`src/rtl/aes_pkg.sv`:
```
// Shared definitions for the AES stream sequencer: command/klen codes,
// status bit layout and the sequencer state encoding.
package aes_pkg;

    localparam logic [1:0] CMD_LOAD_KEY = 2'd0;
    localparam logic [1:0] CMD_ENCRYPT  = 2'd1;
    localparam logic [1:0] CMD_DECRYPT  = 2'd2;

    localparam logic [1:0] KLEN_128 = 2'd0;
    localparam logic [1:0] KLEN_192 = 2'd1;
    localparam logic [1:0] KLEN_256 = 2'd2;

    localparam int ST_KEY_VALID  = 0;
    localparam int ST_BUSY       = 1;
    localparam int ST_KEY_DONE   = 2;
    localparam int ST_BURST_DONE = 3;
    localparam int ST_ERR        = 4;
    localparam int ST_KLEN_LO    = 5;
    localparam int ST_KLEN_HI    = 6;

    localparam logic [31:0] ST_KEY_VALID_M  = 32'h0000_0001;
    localparam logic [31:0] ST_BUSY_M       = 32'h0000_0002;
    localparam logic [31:0] ST_KEY_DONE_M   = 32'h0000_0004;
    localparam logic [31:0] ST_BURST_DONE_M = 32'h0000_0008;
    localparam logic [31:0] ST_ERR_M        = 32'h0000_0010;

    typedef enum logic [2:0] {
        S_IDLE    = 3'd0,
        S_KEY_EXP = 3'd1,
        S_WAIT_IN = 3'd2,
        S_CORE    = 3'd3,
        S_OUT     = 3'd4
    } state_e;

    // Number of AES rounds for a given key-length code.
    function automatic logic [3:0] klen_rounds(input logic [1:0] klen);
        case (klen)
            KLEN_192: return 4'd12;
            KLEN_256: return 4'd14;
            default:  return 4'd10;
        endcase
    endfunction

endpackage

```
`src/rtl/aes_cbc_chain.sv`:
```
// CBC chaining register with the pre-core XOR (encrypt) and post-core XOR
// (decrypt) muxing; ECB bypasses both and leaves the register untouched.
module aes_cbc_chain
    import aes_pkg::*;
#(
    parameter int BLK_S = 128
) (
    input  logic             clk,
    input  logic             reset,
    input  logic             load_iv_i,
    input  logic [BLK_S-1:0] iv_i,
    input  logic             cbc_i,
    input  logic             dec_i,
    input  logic             update_i,
    input  logic [BLK_S-1:0] blk_in_i,
    input  logic [BLK_S-1:0] core_out_i,
    output logic [BLK_S-1:0] core_in_o,
    output logic [BLK_S-1:0] result_o
);

    logic [BLK_S-1:0] chain_q, chain_d;

    // Decrypt chains on the ciphertext that went in, encrypt on what came out.
    always_comb begin
        chain_d = chain_q;
        if (load_iv_i)
            chain_d = iv_i;
        else if (update_i && cbc_i)
            chain_d = dec_i ? blk_in_i : core_out_i;
    end

    always_ff @(posedge clk) begin
        if (reset) chain_q <= '0;
        else       chain_q <= chain_d;
    end

    assign core_in_o = (cbc_i && !dec_i) ? (blk_in_i ^ chain_q) : blk_in_i;
    assign result_o  = (cbc_i && dec_i)  ? (core_out_i ^ chain_q) : core_out_i;

endmodule

```
`src/rtl/aes_stream_ctrl.sv`:
```
// AES top-level sequencer: command decode, key-expansion and round-core
// start/done handshakes, single-buffered block streaming and status.
module aes_stream_ctrl
    import aes_pkg::*;
#(
    parameter int BLK_S    = 128,
    parameter int KEY_S    = 256,
    parameter int CNT_W    = 16,
    parameter int STATUS_S = 32
) (
    input  logic                clk,
    input  logic                reset,
    input  logic                cmd_valid,
    input  logic [1:0]          cmd,
    input  logic                cmd_cbc,
    input  logic [1:0]          cmd_klen,
    input  logic [KEY_S-1:0]    key,
    input  logic [BLK_S-1:0]    iv,
    input  logic                in_valid,
    output logic                in_ready,
    input  logic [BLK_S-1:0]    in_data,
    input  logic                in_last,
    output logic                out_valid,
    input  logic                out_ready,
    output logic [BLK_S-1:0]    out_data,
    output logic                out_last,
    output logic                ke_start,
    output logic [1:0]          ke_klen,
    output logic [KEY_S-1:0]    ke_key,
    input  logic                ke_done,
    output logic                core_start,
    output logic                core_dec,
    output logic [BLK_S-1:0]    core_in,
    input  logic [BLK_S-1:0]    core_out,
    input  logic                core_done,
    output logic [STATUS_S-1:0] status,
    output logic [CNT_W-1:0]    blk_cnt
);

    localparam logic [CNT_W-1:0] CNT_ONE = {{(CNT_W-1){1'b0}}, 1'b1};

    state_e state_q, state_d;

    logic [KEY_S-1:0] key_q;
    logic [1:0]       klen_q;
    logic             key_valid_q, cbc_q, dec_q, last_q, out_last_q;
    logic [BLK_S-1:0] data_q, out_data_q, chain_result;
    logic [CNT_W-1:0] blk_cnt_q;
    logic             key_done_q, burst_done_q, err_q;
    logic             ke_start_q, core_start_q;

    logic cmd_acc, load_ok, run_ok, cmd_err, stray_cmd;
    logic ke_hit, in_hs, core_hit, out_hs;

    assign cmd_acc   = cmd_valid && (state_q == S_IDLE);
    assign stray_cmd = cmd_valid && (state_q != S_IDLE);
    assign load_ok   = cmd_acc && (cmd == CMD_LOAD_KEY) && (cmd_klen != 2'd3);
    assign run_ok    = cmd_acc && ((cmd == CMD_ENCRYPT) || (cmd == CMD_DECRYPT)) && key_valid_q;
    assign cmd_err   = cmd_acc && !load_ok && !run_ok;
    assign ke_hit    = ke_done && (state_q == S_KEY_EXP);
    assign in_hs     = in_valid && (state_q == S_WAIT_IN);
    assign core_hit  = core_done && (state_q == S_CORE);
    assign out_hs    = out_ready && (state_q == S_OUT);

    always_ff @(posedge clk) begin
        if (reset) state_q <= S_IDLE;
        else       state_q <= state_d;
    end

    always_comb begin
        state_d = state_q;
        case (state_q)
            S_IDLE: begin
                if (load_ok)     state_d = S_KEY_EXP;
                else if (run_ok) state_d = S_WAIT_IN;
            end
            S_KEY_EXP: if (ke_done)   state_d = S_IDLE;
            S_WAIT_IN: if (in_valid)  state_d = S_CORE;
            S_CORE:    if (core_done) state_d = S_OUT;
            S_OUT:     if (out_ready) state_d = out_last_q ? S_IDLE : S_WAIT_IN;
            default:   state_d = S_IDLE;
        endcase
    end

    always_comb begin
        in_ready  = 1'b0;
        out_valid = 1'b0;
        status    = '0;
        in_ready  = (state_q == S_WAIT_IN);
        out_valid = (state_q == S_OUT);
        status[ST_KEY_VALID]          = key_valid_q;
        status[ST_BUSY]               = (state_q != S_IDLE);
        status[ST_KEY_DONE]           = key_done_q;
        status[ST_BURST_DONE]         = burst_done_q;
        status[ST_ERR]                = err_q;
        status[ST_KLEN_HI:ST_KLEN_LO] = klen_q;
    end

    // Start pulses are registered so they appear in the first cycle of the wait state.
    always_ff @(posedge clk) begin
        if (reset) begin
            key_q        <= '0;
            klen_q       <= '0;
            key_valid_q  <= 1'b0;
            cbc_q        <= 1'b0;
            dec_q        <= 1'b0;
            data_q       <= '0;
            last_q       <= 1'b0;
            out_data_q   <= '0;
            out_last_q   <= 1'b0;
            blk_cnt_q    <= '0;
            key_done_q   <= 1'b0;
            burst_done_q <= 1'b0;
            err_q        <= 1'b0;
            ke_start_q   <= 1'b0;
            core_start_q <= 1'b0;
        end else begin
            ke_start_q   <= load_ok;
            core_start_q <= in_hs;
            if (load_ok) begin
                key_q       <= key;
                klen_q      <= cmd_klen;
                key_valid_q <= 1'b0;
            end else if (ke_hit) begin
                key_valid_q <= 1'b1;
            end
            if (run_ok) begin
                cbc_q     <= cmd_cbc;
                dec_q     <= (cmd == CMD_DECRYPT);
                blk_cnt_q <= '0;
            end
            if (in_hs) begin
                data_q <= in_data;
                last_q <= in_last;
            end
            if (core_hit) begin
                out_data_q <= chain_result;
                out_last_q <= last_q;
            end
            if (out_hs && !(&blk_cnt_q))
                blk_cnt_q <= blk_cnt_q + CNT_ONE;
            if (cmd_acc) begin
                key_done_q   <= 1'b0;
                burst_done_q <= 1'b0;
                err_q        <= 1'b0;
            end
            if (ke_hit)                key_done_q   <= 1'b1;
            if (out_hs && out_last_q)  burst_done_q <= 1'b1;
            if (cmd_err || stray_cmd)  err_q        <= 1'b1;
        end
    end

    aes_cbc_chain #(.BLK_S(BLK_S)) u_chain (
        .clk        (clk),
        .reset      (reset),
        .load_iv_i  (run_ok),
        .iv_i       (iv),
        .cbc_i      (cbc_q),
        .dec_i      (dec_q),
        .update_i   (core_hit),
        .blk_in_i   (data_q),
        .core_out_i (core_out),
        .core_in_o  (core_in),
        .result_o   (chain_result)
    );

    assign out_data   = out_data_q;
    assign out_last   = out_last_q;
    assign ke_start   = ke_start_q;
    assign ke_klen    = klen_q;
    assign ke_key     = key_q;
    assign core_start = core_start_q;
    assign core_dec   = dec_q;
    assign blk_cnt    = blk_cnt_q;

endmodule

```
`config.mk`:
```
export PLATFORM = sky130hd
export DESIGN_NAME = aes_stream_ctrl
export DESIGN_NICKNAME = d
export VERILOG_FILES = /design/src/rtl/aes_pkg.sv /design/src/rtl/aes_cbc_chain.sv /design/src/rtl/aes_stream_ctrl.sv
export SDC_FILE = /design/constraint.sdc
export NUM_CORES = 1
export LEC_CHECK = 0
export CAP_MARGIN = 10
export CORE_AREA = 2 2 475 477
export CTS_CLUSTER_SIZE = 40
export DETAILED_ROUTE_END_ITERATION = 6
export DIE_AREA = 0 0 477 479
export SLEW_MARGIN = 20
export SYNTH_ARGS = -nofsm -noshare
export SYNTH_HDL_FRONTEND = slang
export SYNTH_SLANG_ARGS = --single-unit
```
`constraint.sdc`:
```
create_clock -name clk -period 3.93 [get_ports clk]
set_clock_uncertainty 0.15 [all_clocks]
set_input_delay 0.786 -clock clk [delete_from_list [all_inputs] [get_ports clk]]
set_output_delay 0.786 -clock clk [all_outputs]
set_load 0.03 [all_outputs]
```
==> results of run 1 <==
## repair_timing
| action | CTS | global route |
|---|---|---|
| gates resized for setup | 83 | 7 |
| gates cloned | 0 | 0 |
| pin swaps | 0 | 0 |
| endpoints found under the setup margin | 84 | 7 |
## area by class of cell
cell class	instances	area, sq um
antenna	12	30.0
clock buffer	129	2610
clock inverter	33	526
fill	24698	175000
inverter	6	22.5
multi-input combinational	2741	15300
sequential	671	13400
tap	2992	3740
timing repair buffer	1318	13200
## registers in the layout, indices dropped and copies added, names as in the netlist
register	flops
last_q	1
data_q	128
core_start	1
blk_cnt	16
core_dec	1
ke_klen	2
out_data	128
err_q	1
ke_start	1
u_chain.chain_q	128
ke_key	256
cbc_q	1
burst_done_q	1
out_last	1
key_done_q	1
key_valid_q	1
state_q	3
## worst register-to-register path, stage by stage, from the launching register on
cell and delay [ps]:
sky130_fd_sc_hd__dfxtp_4 360, sky130_fd_sc_hd__buf_4 710, sky130_fd_sc_hd__and2_4 780, sky130_fd_sc_hd__nand2_1 270
sky130_fd_sc_hd__xor2_1 590, sky130_fd_sc_hd__a211oi_1 160
## power by group through the flow
stage | combinational [mW] | clock [mW] | sequential (mW)
6_report | 4.10 | 8.69 | 7.46
5_1_grt | 4.36 | 9.25 | 7.50
4_1_cts | 4.18 | 9.02 | 7.46
3_5_place_dp | 4.23 | 0 | 7.61
3_3_place_gp | 4.23 | 0 | 7.59
2_1_floorplan | 1.63 | 0 | 7.83
## cells by family after synthesis
family / Yosys count / synth area share (%)
xor+xnor: 258 / 7.48
compound gates: 811 / 18.7
flops: 671 / 44.5
mux: 131 / 4.35
buf+inv: 330 / 5.55
other cells: 1 / 0.0124
simple gates: 1513 / 19.3
fa+ha+maj: 3 / 0.124
## cell usage after synthesis (84+ instances only)
cell type / number
sky130_fd_sc_hd__buf_2: 84
sky130_fd_sc_hd__a21oi_1: 429
sky130_fd_sc_hd__clkbuf_1: 182
sky130_fd_sc_hd__a211oi_1: 128
sky130_fd_sc_hd__xnor2_1: 130
sky130_fd_sc_hd__xor2_1: 128
sky130_fd_sc_hd__nand2_1: 1308
sky130_fd_sc_hd__nor2_1: 142
sky130_fd_sc_hd__dfxtp_1: 671
sky130_fd_sc_hd__o211ai_2: 100
sky130_fd_sc_hd__mux2i_1: 129
sky130_fd_sc_hd__a21oi_2: 100
## stage by stage
step | setup TNS, ps | worst slack (ps)
2_1_floorplan | 0 | 1110
3_3_place_gp | 0 | 287
3_5_place_dp | 0 | 301
4_1_cts | -28.4 | -13.1
5_1_grt | 0 | 1.36
6_report | 0 | 141
## cells in the final DEF (no fill, tap or decap), types with 32 or more instances in the layout
cell type / synthesis / routed
sky130_fd_sc_hd__clkbuf_16: 0 / 90
sky130_fd_sc_hd__dlygate4sd2_1: 0 / 79
sky130_fd_sc_hd__buf_12: 11 / 32
sky130_fd_sc_hd__a21oi_2: 100 / 100
sky130_fd_sc_hd__buf_4: 33 / 103
sky130_fd_sc_hd__xor2_1: 128 / 128
sky130_fd_sc_hd__a211oi_1: 128 / 128
sky130_fd_sc_hd__clkdlybuf4s50_1: 0 / 1095
sky130_fd_sc_hd__xnor2_1: 130 / 128
sky130_fd_sc_hd__o211ai_2: 100 / 100
sky130_fd_sc_hd__dfxtp_1: 671 / 670
sky130_fd_sc_hd__a21oi_1: 429 / 428
sky130_fd_sc_hd__nor2_1: 142 / 141
sky130_fd_sc_hd__nand2_1: 1308 / 1307
sky130_fd_sc_hd__mux2i_1: 129 / 129
## routing by layer
layer  vias to the layer above  GRT usage (%)  wire (um)
met3                       274           6.13      17700
met4                         6           7.09       8730
met1                     14736           16.5      68200
met5                         -              0         41
met2                      1313           26.5      88900
li1                      14526              -          -
## worst max path at each step
stage	from	end	slack, ps	cells after the start
finish	cbc_q	core_in[18]	140	6
global placement	cmd[1]	u_chain.chain_q[1]	290	10
CTS	cbc_q	core_in[82]	-10	6
detailed placement	cmd[0]	u_chain.chain_q[104]	300	10
floorplan	core_dec	core_in[107]	1110	6
global route	cbc_q	core_in[18]	1	6
==> results, run 1 <==
- The register-to-register setup slack is 740 ps.
- The family with the most delay on the worst path is buffers and inverters.
- The setup fix buffers added after clock tree synthesis is 0.
- The number of buffer and inverter stages on the critical path is 3.
- For the pin with the worst max-slew slack, the measured transition is 1070 ps.
- Counting every instance in the synthesized netlist gives 3718.
- The count of synthesis-stage warnings from yosys is 0.
- The minimum hold slack is 302 ps.
- The height of the chip is 479 um.
- The max-slew headroom at the worst pin is 28.4%.
- The clock-pin transition on the worst setup and hold timing paths is 60 ps.
- The share of total power dissipated in combinational logic is 20.3%.
- After detailed routing, the number of remaining DRC violations is 0.
- The first global-routing pass estimated 248000 um of wire.
- Before antenna repair, the detailed router went through 5 iterations.
- The minimum clock period is 3790 ps.
- The count of flip-flops with a built-in enable after synthesis is 0.
- The die covers 228000 sq um.
- The library cell occupying the most area in the post-synthesis netlist is sky130_fd_sc_hd__dfxtp_1.
- The fraction of registers with async set or reset after synthesis is 0%.
- Summed over all nets, the half-perimeter wirelength after detailed placement is 148000 um.
- The design internal power is 13.9 mW.
- The number of CTS-inserted buffers is 89.
- The largest fanout on the critical path is 31.
- The count of final hold-check violations is 0.
- At the worst endpoint, the arrival time is 2850 ps.
- The worst reg2reg path endpoint is out_data[68].
- Synthesis instantiated 54 different standard cells from the library.
- Synthesis inferred 671 register bits.
- Timing would allow up to 264 MHz.
- The CTS root buffer is sky130_fd_sc_hd__clkbuf_16.
- In this run the worst hold path is classified as flip-flop to flip-flop.
- The post-route cell area is 48800 sq um.
- Dividing the detail-routed wire length by the instance count gives 23.2 um.
- The detailed router placed 30855 vias in this run.
- The classification of the worst setup path is flip-flop to output pin.
- The floorplan row count is 174.
- Summed over all nets, the switching power comes to 6.32 mW.
- TritonCTS built the clock tree.
- The switching portion of total power is 31.2%.
- The leakage power figure is 16.1 nW.
- A synthesized cell averages 8.13 sq um.
- The clock insertion delay at the later pin of the skew report is 760 ps.
- In this run, flip-flops and latches consume 36.8% of the power.
- The cell area that synthesis handed to floorplanning was 30200 sq um.
- Summed over all layers, the routed wires come to 184000 um.
- The worst min-delay path startpoint is ke_key[118].
- Setup repair after global routing left no endpoint under its margin.
- Relative to the synthesized area, the layout overhead comes to 61.6%.
- The number of global-route vias before repair is 30637.
- The endpoint of the worst hold-timing path is ke_key[118].
- Using the TritonRoute via totals, the vias-per-cell ratio works out to 3.90.
- The post-route core utilization is 21.8%.
- The clock network fraction of design power is 42.9%.
- The floorplan core area is 224000 sq um.
- The data required time of the critical path is 2990 ps.
- The detail route stage leaves a number of antenna-violating nets equal to 0.
- The sum of overflow across all layers after global routing is 0.
- Traced cell by cell, the critical path runs through nor2b_4, buf_12, buf_4, nand2_1, xnor2_1, dlygate4sd2_1.
- The startpoint identified for the worst register-to-register timing path is core_dec.
- The largest single stage delay on the critical path is 490 ps.
- The flow ran to the end, and the final reports show no timing, DRC or antenna violations.
- Setup violations remaining at the end of the flow were counted as 0.
- Input and output buffers added on the ports amount to 1195.
- For this run, the total global-route usage over all layers was measured as 15.4%.
- At the end of routability-driven placement, the weighted congestion stood at 0.956.
- During I/O placement, the number of pins put on the boundary was 1221.
- The floorplan step set the die width to 477 um.
- The H-tree depth reported by CTS is 3.
- The total power is 20.3 mW.
- The net count of the finished layout is 5483.
- After the flow finishes, the layout carries non-filler instances totaling 7902.
- The standard cell area after detailed placement is 45700 sq um.
- The max-slew violation count came to 0.
- After synthesis, the cell types taking the most area are sky130_fd_sc_hd__dfxtp_1 (44%), sky130_fd_sc_hd__nand2_1 (16%), sky130_fd_sc_hd__a21oi_1 (7.1%).
- Including well taps, the total number of placed cells is 7728.
- The portion of synthesized cell area occupied by the leading cell type is 44.5%.
- The category of the worst setup path launch point is a flip-flop.
- The slowest stage cell on the critical path is sky130_fd_sc_hd__dlygate4sd2_1.
- The initial utilization of the core area, before any placement, comes to 13.5%.
- The worst-case vdd ir drop is 322 uV.
- The number of cells on the worst reg-to-reg path is 5.
- The total power per unit cell area is 415 nW/um^2.
- The share of final-layout standard cells stronger than drive strength 1 is 10.2%.
- The worst setup path is captured at an output pin.
- The initial antenna violation count is 44.
- The main flop type after synthesis is sky130_fd_sc_hd__dfxtp_1.
- In this run, the number of DRC markers left after iteration 0 of detailed routing was 1494.
- In this run the deepest clock path goes through 3 buffers.
- The number of hold-repair buffers added at the cts stage is 0.
- The part of the Yosys area used for sequential elements is 44.5%.
- The number of clock sinks is 671.
- Of the available clock period, the critical path in the final layout requires 96.4%.
- The tool flagged a number of max-cap violations equal to 0.
- The worst hold path passes through 2 cells.
- The maximum number of pins on one net before global-route repair is 103.
(Power assumes the default switching activity.)
==> inputs of run 2 (changes only) <==
--- a/config.mk
+++ b/config.mk
@@ -5,11 +5,12 @@
 export SDC_FILE = /design/constraint.sdc
 export NUM_CORES = 1
 export LEC_CHECK = 0
-export CAP_MARGIN = 10
+export CAP_MARGIN = 20
 export CORE_AREA = 2 2 475 477
 export CTS_CLUSTER_SIZE = 40
 export DETAILED_ROUTE_END_ITERATION = 6
 export DIE_AREA = 0 0 477 479
+export MAX_ROUTING_LAYER = met4
 export SLEW_MARGIN = 20
 export SYNTH_ARGS = -nofsm -noshare
 export SYNTH_HDL_FRONTEND = slang
==> run 2 against run 1 <==
  * Critical path depth shrank 1
  * Largest power group unchanged
  * Combinational power is essentially flat
  * Highest routed layer is now met4
  * Via count shrank 0.16%
  * Power shrank 2.2%
==> results, run 2 (synthesis results as in run 1) <==
- For this run, the post-layout net count is 5470.
- The number of cells on the worst reg-to-reg path is 6.
- The clock network accounts for 41.6% of the total power.
- The region available for standard cell placement spans 224000 sq um.
- Net switching is 31.2% of the power.
- The internal power of the cells totals 13.6 mW.
- The violation count after the first detailed-routing iteration is 1701.
- The final critical path takes up 97.9% of the cycle.
- The largest fanout on the critical path is 34.
- The number of flip-flops in the largest register is 256.
- The global placement routability congestion is 0.980.
- The die is 479 um tall.
- The number of global-route vias before repair is 30609.
- The completed layout was analyzed and its total power is 19.8 mW.
- In this run the critical register-to-register path is captured at out_data[116].
- The H-tree was split into 3 levels.
- Clock tree synthesis found a total of 671 sinks.
- Setup repair after global routing left no endpoint under its margin.
- Excluding fillers, the count of instances in the completed layout stands at 7892.
- The run finished with clean final reports.
- The sequential share of power is 37.7%.
- The worst-case vdd ir drop is 275 uV.
- The worst min-delay path startpoint is ke_key[144].
- The DRC violation count after routing is 0.
- Dividing the detail-routed wire length by the instance count gives 23.1 um.
- The routed layout has 30807 vias.
- The clock-pin transition on the worst setup and hold timing paths is 50 ps.
- The endpoint of the worst hold-timing path is ke_key[144].
- The class of the tightest hold or removal check is flip-flop to flip-flop.
- STA classifies the critical path startpoint as a flip-flop.
- The initial antenna violation count was 42.
- The share of total power dissipated in combinational logic is 20.8%.
- Counting the fill cells in the layout gives 24723.
- The worst-case clock buffer depth is 3.
- Once the floorplan was initialized, standard cells occupied 13.5% of the core.
- The die width is 477 um.
- The total power per unit cell area is 407 nW/um^2.
- In the layout the commonest cells are sky130_fd_sc_hd__nand2_1 (1307), sky130_fd_sc_hd__clkdlybuf4s50_1 (1128), sky130_fd_sc_hd__dfxtp_1 (670).
- The minimum clock period is 3850 ps.
- The minimum hold slack is 302 ps.
- The launch instance of the worst register-to-register path is core_dec.
- The post-route cell area is 48600 sq um.
- The placed instance count is 7717.
- At the placement stage, the worst setup path has a slack of 186 ps.
- The library cell used most frequently in the layout, excluding fill and tap cells, is sky130_fd_sc_hd__nand2_1.
- In the final layout, the share of cells above drive strength 1 is 9.86%.
- The combined global-route utilization of all metal layers is 15.7%.
- The number of clock buffers added by TritonCTS is 87.
- The TritonCTS clock tree is yes.
- The worst setup slack after layout is 84.3 ps.
- The max capacitance violation total is 0.
- From synthesis to final layout, the design area changed by 60.9%.
- Data arrives at the worst endpoint at 2910 ps.
- The first TritonRoute pass finished after 5 iterations.
- The port buffer count is 1195.
- The die covers 228000 sq um.
- In this run the power spent charging and discharging nets is 6.19 mW.
- The transition time at the pin with the least slew margin is 1230 ps.
- The register-to-register setup slack is 1120 ps.
- The highest achievable clock rate is 260 MHz.
- The classification of the worst setup path is flip-flop to output pin.
- After clock tree synthesis, the flow added hold-fix buffers numbering 0.
- The count of final hold-check violations is 0.
- The max-slew violation count is 0.
- The root buffer cell chosen for the clock tree is sky130_fd_sc_hd__clkbuf_16.
- The max-slew headroom at the worst pin is 18.0%.
- Entering global routing, the biggest net connects 127 pins.
- The floorplan row count is 174.
- Along the worst hold path, the cell count comes to 2.
- Once layout is complete, the utilization of the core stands at 21.7%.
- The later pin in the worst-skew pair is clocked with a latency of 710 ps.
- The total negative setup slack is 0 ps.
- The final layout contains routed wiring with a total length of 183000 um.
- The first global-routing pass estimated 246000 um of wire.
- The leakage power figure is 16.0 nW.
- The data required time of the critical path is 2990 ps.
- For this design the top-level I/O count stands at 1221.
- The endpoint class of the critical path is an output pin.
- The sum of overflow across all layers after global routing is 0.
- In this run the remaining antenna-violating nets after routing total 0.
- Setup violations remaining at the end of the flow were counted as 0.
- Dividing the detail-routed via count by the number of cells gives 3.90.
- The standard cell area after detailed placement is 45600 sq um.
- The half-perimeter wire length of the detailed placement result is 147000 um.
run 2: cell types whose count changed in the layout (fill, tap and decap cells not counted), moves of 4 or more:
cell and change:
sky130_fd_sc_hd__dlygate4sd2_1 -52, sky130_fd_sc_hd__clkdlybuf4s50_1 +33, sky130_fd_sc_hd__dlymetal6s2s_1 +19, sky130_fd_sc_hd__buf_4 -9, sky130_fd_sc_hd__diode_2 +8, sky130_fd_sc_hd__clkbuf_8 -6, sky130_fd_sc_hd__clkinv_16 -4
run 2: final cells by class:
class | instances | area [sq um] | area share (%)
Sequential cell | 671 | 13400 | 27.6
Antenna cell | 20 | 50.0 | 0.103
Tap cell | 2992 | 3740 | 7.70
Inverter | 6 | 22.5 | 0.0463
Multi-Input combinational cell | 2741 | 15300 | 31.4
Clock buffer | 121 | 2500 | 5.14
Timing Repair Buffer | 1307 | 13200 | 27.1
Clock inverter | 34 | 407 | 0.836
run 2: critical path, stage by stage, from the launching register on:
cell,delay (ps)
sky130_fd_sc_hd__dfxtp_1,430
sky130_fd_sc_hd__nor2b_4,270
sky130_fd_sc_hd__buf_12,230
sky130_fd_sc_hd__nand2_1,130
sky130_fd_sc_hd__xnor2_1,310
sky130_fd_sc_hd__clkdlybuf4s50_1,740
run 2: power by group through the flow:
stage | combinational, mW | clock [mW] | sequential (mW)
3_3_place_gp | 4.19 | 0 | 7.59
3_5_place_dp | 4.19 | 0 | 7.61
4_1_cts | 4.19 | 8.55 | 7.46
2_1_floorplan | 1.63 | 0 | 7.83
6_report | 4.11 | 8.24 | 7.46
5_1_grt | 4.36 | 8.78 | 7.50
run 2: worst max path at each step:
stage,from,end
final,cbc_q,core_in[38]
after global routing,cbc_q,core_in[80]
after CTS,cbc_q,core_in[23]
after detailed placement,cmd[0],u_chain.chain_q[126]
after global placement,cmd[1],u_chain.chain_q[125]
after floorplan,core_dec,core_in[107]
run 2: metal layers:
| metal | routed length [um] | GRT usage [%] | vias up |
|---|---|---|---|
| li1 | - | - | 14491 |
| met1 | 67800 | 16.2 | 14787 |
| met2 | 89900 | 26.8 | 1292 |
| met3 | 17800 | 6.33 | 237 |
| met4 | 7110 | 5.72 | 0 |
| met5 | 0 | - | - |
run 2: timing repair:
action	in CTS	in global routing
setup buffers	0	0
endpoints found under the setup margin	29	26
gates cloned	0	0
gates resized for setup	29	26
